## src/rtl/ls08_bist_pkg.sv

```systemverilog
// Shared definitions for the 74LS08 BIST sequencer: vector count, state
// encodings and the fixed stimulus/expected-response table.
package ls08_bist_pkg;

    localparam int         NUM_VECTORS = 18;
    localparam logic [4:0] NO_FAIL     = 5'd31;
    localparam logic [4:0] LAST_VEC    = 5'(NUM_VECTORS - 1);

    typedef enum logic [1:0] {
        ST_IDLE   = 2'd0,
        ST_SETTLE = 2'd1,
        ST_CHECK  = 2'd2,
        ST_DONE   = 2'd3
    } bist_state_t;

    typedef struct packed {
        logic [7:0] ab;     // {a1,b1,a2,b2,a3,b3,a4,b4}
        logic [3:0] exp_y;  // {y1,y2,y3,y4}
    } bist_vec_t;

    // Vectors 0..15 walk one gate at a time through its four input pairs;
    // 16 drives everything high, 17 everything low.
    function automatic bist_vec_t ls08_vec(input logic [4:0] idx);
        bist_vec_t  v;
        logic [1:0] g;
        v.ab    = '0;
        v.exp_y = '0;
        g       = idx[3:2];
        if (idx < 5'd16) begin
            v.ab    = {6'b0, idx[1:0]} << (3'd6 - {g, 1'b0});
            v.exp_y = (idx[1:0] == 2'b11) ? (4'b1000 >> g) : 4'b0000;
        end else if (idx == 5'd16) begin
            v.ab    = 8'hFF;
            v.exp_y = 4'hF;
        end
        return v;
    endfunction

endpackage

```

## src/rtl/ls08_bist_vector_rom.sv

```systemverilog
// Combinational lookup of one BIST vector: stimulus and expected gate outputs.
module ls08_bist_vector_rom
    import ls08_bist_pkg::*;
(
    input  logic [4:0] idx,
    output logic [7:0] ab,
    output logic [3:0] exp_y
);

    bist_vec_t v;

    always_comb begin
        v     = ls08_vec(idx);
        ab    = v.ab;
        exp_y = v.exp_y;
    end

endmodule

```

## src/rtl/ls08_bist_ctrl.sv

```systemverilog
// BIST sequencer for a 74LS08 model: applies 18 vectors, waits a settle time,
// checks y and accumulates fail count / first failing index.
module ls08_bist_ctrl
    import ls08_bist_pkg::*;
#(
    parameter int SETTLE_CYCLES = 2
) (
    input  logic       clk,
    input  logic       rst,
    input  logic       start,
    input  logic       abort,
    input  logic [3:0] y,
    output logic [7:0] ab,
    output logic       busy,
    output logic       done,
    output logic       pass,
    output logic [4:0] fail_count,
    output logic [4:0] first_fail,
    output logic [4:0] vec_idx,
    output logic [1:0] state_dbg
);

    localparam int               CNT_W    = (SETTLE_CYCLES > 0) ? $clog2(SETTLE_CYCLES + 1) : 1;
    localparam logic [CNT_W-1:0] CNT_INIT = CNT_W'(SETTLE_CYCLES);

    // Handshake: start is a level sampled only in IDLE; abort is honoured only
    // while a test is running; done is a single-cycle pulse, busy a level.
    bist_state_t      state, state_n;
    logic [CNT_W-1:0] cnt;
    logic [4:0]       nxt_idx;
    logic [7:0]       nxt_ab, cur_ab;
    logic [3:0]       nxt_exp, cur_exp;
    logic             mismatch, aborting;

    // Two lookups: expected response of the vector under check, and the
    // stimulus of the vector to load next (vector 0 when starting from IDLE).
    assign nxt_idx = (state == ST_CHECK) ? vec_idx + 5'd1 : 5'd0;

    ls08_bist_vector_rom u_rom_cur (.idx(vec_idx), .ab(cur_ab), .exp_y(cur_exp));
    ls08_bist_vector_rom u_rom_nxt (.idx(nxt_idx), .ab(nxt_ab), .exp_y(nxt_exp));

    // Case inequality so an undriven or X gate output is never a match.
    assign mismatch  = (y !== cur_exp);
    assign aborting  = abort && ((state == ST_SETTLE) || (state == ST_CHECK));
    assign state_dbg = state;

    always_comb begin
        state_n = state;
        case (state)
            ST_IDLE:   if (start) state_n = ST_SETTLE;
            ST_SETTLE: begin
                if (aborting)        state_n = ST_IDLE;
                else if (cnt == '0)  state_n = ST_CHECK;
            end
            ST_CHECK: begin
                if (aborting)                 state_n = ST_IDLE;
                else if (vec_idx == LAST_VEC) state_n = ST_DONE;
                else                          state_n = ST_SETTLE;
            end
            ST_DONE:   state_n = ST_IDLE;
            default:   state_n = ST_IDLE;
        endcase
    end

    always_ff @(posedge clk or posedge rst) begin
        if (rst) begin
            state      <= ST_IDLE;
            ab         <= '0;
            busy       <= 1'b0;
            done       <= 1'b0;
            pass       <= 1'b0;
            fail_count <= '0;
            first_fail <= NO_FAIL;
            vec_idx    <= '0;
            cnt        <= '0;
        end else begin
            state <= state_n;
            busy  <= (state_n != ST_IDLE);
            done  <= (state_n == ST_DONE);
            case (state)
                ST_IDLE: begin
                    if (start) begin
                        ab         <= nxt_ab;
                        vec_idx    <= '0;
                        cnt        <= CNT_INIT;
                        fail_count <= '0;
                        first_fail <= NO_FAIL;
                        pass       <= 1'b0;
                    end
                end
                ST_SETTLE: begin
                    if (aborting) begin
                        ab   <= '0;
                        pass <= 1'b0;
                    end else if (cnt != '0) begin
                        cnt <= cnt - CNT_W'(1);
                    end
                end
                ST_CHECK: begin
                    if (aborting) begin
                        ab   <= '0;
                        pass <= 1'b0;
                    end else begin
                        if (mismatch) begin
                            fail_count <= fail_count + 5'd1;
                            if (first_fail == NO_FAIL) first_fail <= vec_idx;
                        end
                        if (vec_idx != LAST_VEC) begin
                            vec_idx <= vec_idx + 5'd1;
                            ab      <= nxt_ab;
                            cnt     <= CNT_INIT;
                        end
                    end
                end
                ST_DONE: begin
                    pass <= (fail_count == '0);
                    ab   <= '0;
                end
                default: ;
            endcase
        end
    end

endmodule

```

## config.mk

```make
export PLATFORM = sky130hd
export DESIGN_NAME = ls08_bist_ctrl
export DESIGN_NICKNAME = d
export VERILOG_FILES = /design/src/rtl/ls08_bist_pkg.sv /design/src/rtl/ls08_bist_vector_rom.sv /design/src/rtl/ls08_bist_ctrl.sv
export SDC_FILE = /design/constraint.sdc
export NUM_CORES = 1
export LEC_CHECK = 0
export CORE_MARGIN = 4
export CORE_UTILIZATION = 37
export DETAILED_ROUTE_END_ITERATION = 7
export MAX_ROUTING_LAYER = met4
export SLEW_MARGIN = 20
export SYNTH_ARGS = -nofsm -noshare
export SYNTH_HDL_FRONTEND = slang
export SYNTH_HIERARCHICAL = 1
export SYNTH_SLANG_ARGS = --single-unit
```

## constraint.sdc

```tcl
create_clock -name clk -period 2.5 [get_ports clk]
set_input_delay 0.5 -clock clk [delete_from_list [all_inputs] [get_ports clk]]
set_output_delay 0.5 -clock clk [all_outputs]
set_load 0.02 [all_outputs]
```

==> Word level (Yosys, flattened, before mapping) <==
Index checks and enable logic that the tools add are counted.
{ "totals": {"regBits": 30, "in_bits": 8, "output_inout_bits": 28, "wordCells": 95} }
{ "op_classes": {"n_addsub": 4, "magnitude_cmp": 2, "n_eq_ne": 22, "n_shift": 3, "muxes": 39, "n_reduce_logical": 16} }
{ "op_table": {"columns": ["op", "n"], "rows": [
  ["two-way mux 5 bit", 10],
  ["two-way mux 8 bit", 4],
  ["case mux 8 bit (4 select lines)", 1],
  ["case mux 5 bit (2 select lines)", 3],
  ["two-way mux 12 bit", 2],
  ["== test 5 bit (second input constant)", 4],
  ["two-way mux 2 bit", 10],
  ["two-way mux 4 bit", 4],
  ["adder 5 x 1 -> 5 bit (second input constant)", 2],
  ["== test 2 bit (second input constant)", 5],
  ["less-than comparator 5 bit (second input constant)", 2],
  ["inequality test 2 bit (second input constant)", 5],
  ["inequality test 2 x 1 -> 1 bit (second input constant)", 4],
  ["case mux 2 bit (4 select lines)", 1],
  ["AND reduction 4 bit", 2],
  ["<< shifter 2 x 3 -> 8 bit", 1],
  [">> shifter 4 x 2 -> 4 bit (first input constant)", 2],
  ["case mux 2 bit (3 select lines)", 1],
  ["AND reduction 6 bit", 1],
  ["nonzero test 2 bit", 3],
  ["zero test 5 bit", 1],
  ["inequality test 5 bit (second input constant)", 1],
  ["AND reduction 5 bit", 1],
  ["zero test 2 bit", 2],
  ["13 further kinds", 14]
]} }

==> Depth between registers and ports, before layout <==
Gate-level depths: netlist (run 1).
{ "logic_depth": {"word_depth": 8, "ltp_mapped": 11, "mapped_depth_nobuf": 8} }

==> By module <==
Netlist (run 1), hierarchy kept.
{ "by_module_without_submodules": {"columns": ["module", "instances", "cells_per_inst", "area_each_um2"], "rows": [
  ["ls08_bist_ctrl", 1, 176, 1655.3],
  ["ls08_bist_vector_rom", 2, 35, 252.7]
]} }

==> Worst setup path before layout (run 1) <==
Ideal clock, no wire load.
{ "synth_path": {"path_type": "reg-to-reg", "from": "register vec_idx[2]", "to": "register fail_count[3]", "setup_ns": 0.069, "arrival_ns": 2.423, "required_time_ns": 2.431, "slack_ns": 0.008, "stages_incl_launch_ff": 9, "path_buffers": 1, "period_less_slack_ns": 2.492, "cell_sequence": "dfrtp_1 buf_6 or4b_4 a21oi_1 xor2_1 nor3_1 a31o_1 or4b_1 nand3_1"} }
{ "synth_between": {"elab_chain_cells": 6} }
{ "synth_lines": {"columns": ["item", "line", "text"], "rows": [
  ["start: declaration", "ls08_bist_ctrl.sv:19", "output logic [4:0] vec_idx,"],
  ["start signal: assignment", "ls08_bist_ctrl.sv:109", "vec_idx <= vec_idx + 5'd1;"],
  ["branches (longest 2 deep; another with less-than comparator 5 bit)", null, null],
  ["two-way mux 4 bit *", "ls08_bist_pkg.sv:29", "if (idx < 5'd16) begin"],
  ["via cur_exp[2]", "ls08_bist_ctrl.sv:32", "logic [3:0] nxt_exp, cur_exp;"],
  ["!== test 4 bit *", "ls08_bist_ctrl.sv:43", "assign mismatch = (y !== cur_exp);"],
  ["inequality test 2 bit (no source line) *", null, null],
  ["AND reduction 4 bit (no source line) *", null, null],
  ["end signal: assignment", "ls08_bist_ctrl.sv:105", "fail_count <= fail_count + 5'd1;"],
  ["end: declaration", "ls08_bist_ctrl.sv:17", "output logic [4:0] fail_count,"]
]} }
Mark *: on every way through the listed nets, which the timed path passes.
A chain may end at the register's enable or synchronous reset.

==> Worst setup path after layout (run 1) <==
{ "layout_path": {"from": "register vec_idx[1]", "to": "register first_fail[3]"} }
{ "layout_between": {"elab_chain_cells": 6} }
{ "layout_lines": {"columns": ["item", "line", "text"], "rows": [
  ["branches (longest 2 deep; another with less-than comparator 5 bit)", null, null],
  ["two-way mux 4 bit *", "ls08_bist_pkg.sv:29", null],
  ["via cur_exp[2]", "ls08_bist_ctrl.sv:32", null],
  ["!== test 4 bit *", "ls08_bist_ctrl.sv:43", null],
  ["inequality test 2 bit (no source line) *", null, null],
  ["AND reduction 5 bit (no source line) *", null, null],
  ["end signal: assignment", "ls08_bist_ctrl.sv:106", "if (first_fail == NO_FAIL) first_fail <= vec_idx;"],
  ["end: declaration", "ls08_bist_ctrl.sv:18", "output logic [4:0] first_fail,"]
]} }
Marks and branches as above.

==> impl_metrics.csv, run 1 <==
group,metric,value,unit
status,status,"finished, final reports clean",
drt,drcViolationCount,0,
clock_tree,cts.sink_count,30,
power,p_leak,1.10,nW
sta,setup_ws,0.192,ns
drt,avg_wl_per_cell,13.3,µm
worst_hold_path,hold_path_class,"reg2reg",
run,drv.max_cap_violation_count,0,
sta,slew_violations,0,
sta,max-slew-margin-rel,66.3,%
clock_tree,ctsRootBufferMaster,"clkbuf_8",
power,irDropWorstVdd,0.494,mV
worst_setup_path,critical_path_class,"reg2reg",
drt,maxUsedRoutingLayer,"met4",
logic_synthesis,syn-instance-count,223,
sta,worst_clock_skew,0.00275,ns
logic_synthesis,yosys_warnings,6,
sta,final.min_clock_period,2.31,ns
drt,first_pass_iters,6,
worst_setup_path,critical_path_peak_fanout,7,
sta,timing.final.hold_violations,0,
power,power_density,906,nW/µm²
clock_tree,max_h_tree_level,2,
clock_tree,clock_path_buffers,2,
drt,routedLengthMet1,2070,µm
clock_tree,cts-buffers-inserted,5,
global_route,vias_in_the_first_global_route,1717,
clock_tree,path_clk_slew,0.06,ns
final_layout,n_antenna_cell,0,
global_route,track_usage,15.3,%
place,place_ws,0.123,ns
place,gp_congestion,0.779,
drt,met2WireLength,2090,µm
place,detailedPlacementHpwl,3310,µm
drt,vias_per_cell,5.04,
sta,min_period_over_period,92.3,%
global_route,global_route_wire_length_before_repair,7670,µm
clock_tree,cts_hold_buffers,0,
floorplanning,die_y,81.7,µm
floorplanning,core,5170,µm²
clock_tree,clk-insertion-delay-late,0.28,ns
place,placement.io_buffers,35,
drt,detail_route.iter0.violations,88,
floorplanning,fp.dieW,81.7,µm
worst_setup_path,cp-end-kind,"register",
sta,setup-tns-final,0,ns
sta,max_freq,433,MHz
drt,overall_routed_net_length,4420,µm
global_route,antenna_found_initial,0,
worst_setup_path,crit_chain,"or4b_4 -> a21oi_1 -> xor2_1 -> nor3_1 -> nand3_1 -> nand3_2 -> mux2_2",
sta,finalSetupViolCount,0,
floorplanning,io-pin-count,36,
logic_synthesis,synth_nets,241,
sta,rsz0062_at_grt,"no",
global_route,globalRouteOverflowTotal,0,
worst_setup_path,cp-start-kind,"register",
floorplanning,full_die_area,6680,µm²
drt,wl_met3,190,µm
worst_setup_path,highest_cell_delay_on_the_worst_timing_path,0.53,ns
sta,tightestPinTransition,0.505,ns
worst_setup_path,cp_data_required_time,2.71,ns
logic_synthesis,syn-mean-instance-area,9.02,µm²
final_layout,flow.area_growth_from_synthesis,26.5,%
worst_setup_path,worst_ep_arrival_time,2.52,ns
global_route,grt_start_max_net_pins,31,
clock_tree,tritoncts_clock_tree,"done",
worst_setup_path,critPathSlowestCell,"or4b_4",
logic_synthesis,netlist_area,2010,µm²
drt,drtAntennaViolNets,0,
floorplanning,initial_utilization,38.9,%
drt,vias,1678,
floorplanning,rows,26,
final_layout,nets,280,
final_layout,layout-drive-gt1-share,16.7,%
==> critical path, delay by kind of cell (launching register included) <==
family,cells,cell delay [ns]
simple gates,4,1.19
flops,1,0.45
mux,1,0.35
compound gates,1,0.17
xor+xnor,1,0.08
==> stage by stage <==
stage | cell area, µm² | total power (W) | hold slack (ns) | cells | utilization (%)
2_1_floorplan | 2010 | 0.00149 | 0.450 | 223 | -
3_3_place_gp | 2440 | 0.00190 | 0.464 | 324 | 47.1
3_5_place_dp | 2440 | 0.00191 | 0.466 | 324 | 47.1
4_1_cts | 2530 | 0.00233 | 0.481 | 332 | 48.9
5_1_grt | 2540 | 0.00251 | 0.501 | 333 | 49.2
6_report | 2540 | 0.00231 | 0.478 | 333 | 49.2
==> area by class of cell <==
class                   instances  area, µm²
clock buffers                   7       86.3
repair buffers                 51        470
multi-input cells             160       1080
fillers                       497       2630
inverters                      14       52.6
flip-flops and latches         30        757
well taps                      70       87.6
clock inverters                 1       5.00
==> flip-flops by register name, summed over array words and instances (netlist names) <==
register    count
busy            1
ab              8
fail_count      5
cnt             2
vec_idx         5
done            1
pass            1
first_fail      5
state_dbg       2
==> what timing repair did <==
item	in CTS	in global routing
buffers inserted	0	1
gates resized for setup	0	2
setup endpoints to repair	0	9
==> layout by cell type (no fill, tap or decap), types with 3 or more instances in the layout <==
cell type        instances
nand3_1                 12
dfrtp_1                 25
buf_4                   16
nor2b_1                  5
a21oi_1                 13
nor3_1                   4
inv_1                   14
nand2b_1                 9
xor2_1                   5
dfstp_2                  5
nand2_1                 29
o21ai_0                 16
clkbuf_8                 6
nor2_1                   4
or4b_4                   4
o21ai_1                  3
clkdlybuf4s50_1         35
mux2_2                   7
ha_1                    10
nand4b_1                 4
nand3b_1                 5
o31ai_1                  3
==> metal layers <==
layer	up-vias	GRT usage, %
met1	794	19.1
met4	0	5.15
met3	6	2.96
li1	839	-
met5	-	-
met2	39	25.1
==> report_power, final <==
group | leakage, nW | internal [W] | switching (W)
Clock | 0.0482 | 0.000222 | 0.000182
Combinational | 0.656 | 0.000514 | 0.000679
Sequential | 0.391 | 0.000619 | 0.0000898
==> worst paths after layout <==
path	from	endpoint	slack (ns)	cells after the start
min reg2reg	ab[5]	ab[5]	0.48	2
min	ab[5]	ab[5]	0.48	2
min in group asynchronous	rst	busy	0.60	3
max	vec_idx[1]	first_fail[3]	0.19	7
max in group asynchronous	rst	first_fail[2]	1.58	3
max reg2reg	vec_idx[1]	first_fail[3]	0.19	7
No activity file was read; power rests on OpenSTA's default activity.
==> inputs of run 2 (changes only) <==
Settings changed: CAP_MARGIN from default to 20, CTS_CLUSTER_SIZE from default to 28.
==> results of run 2 <==
The final DEF is identical to that of run 1; final timing and power are the same.
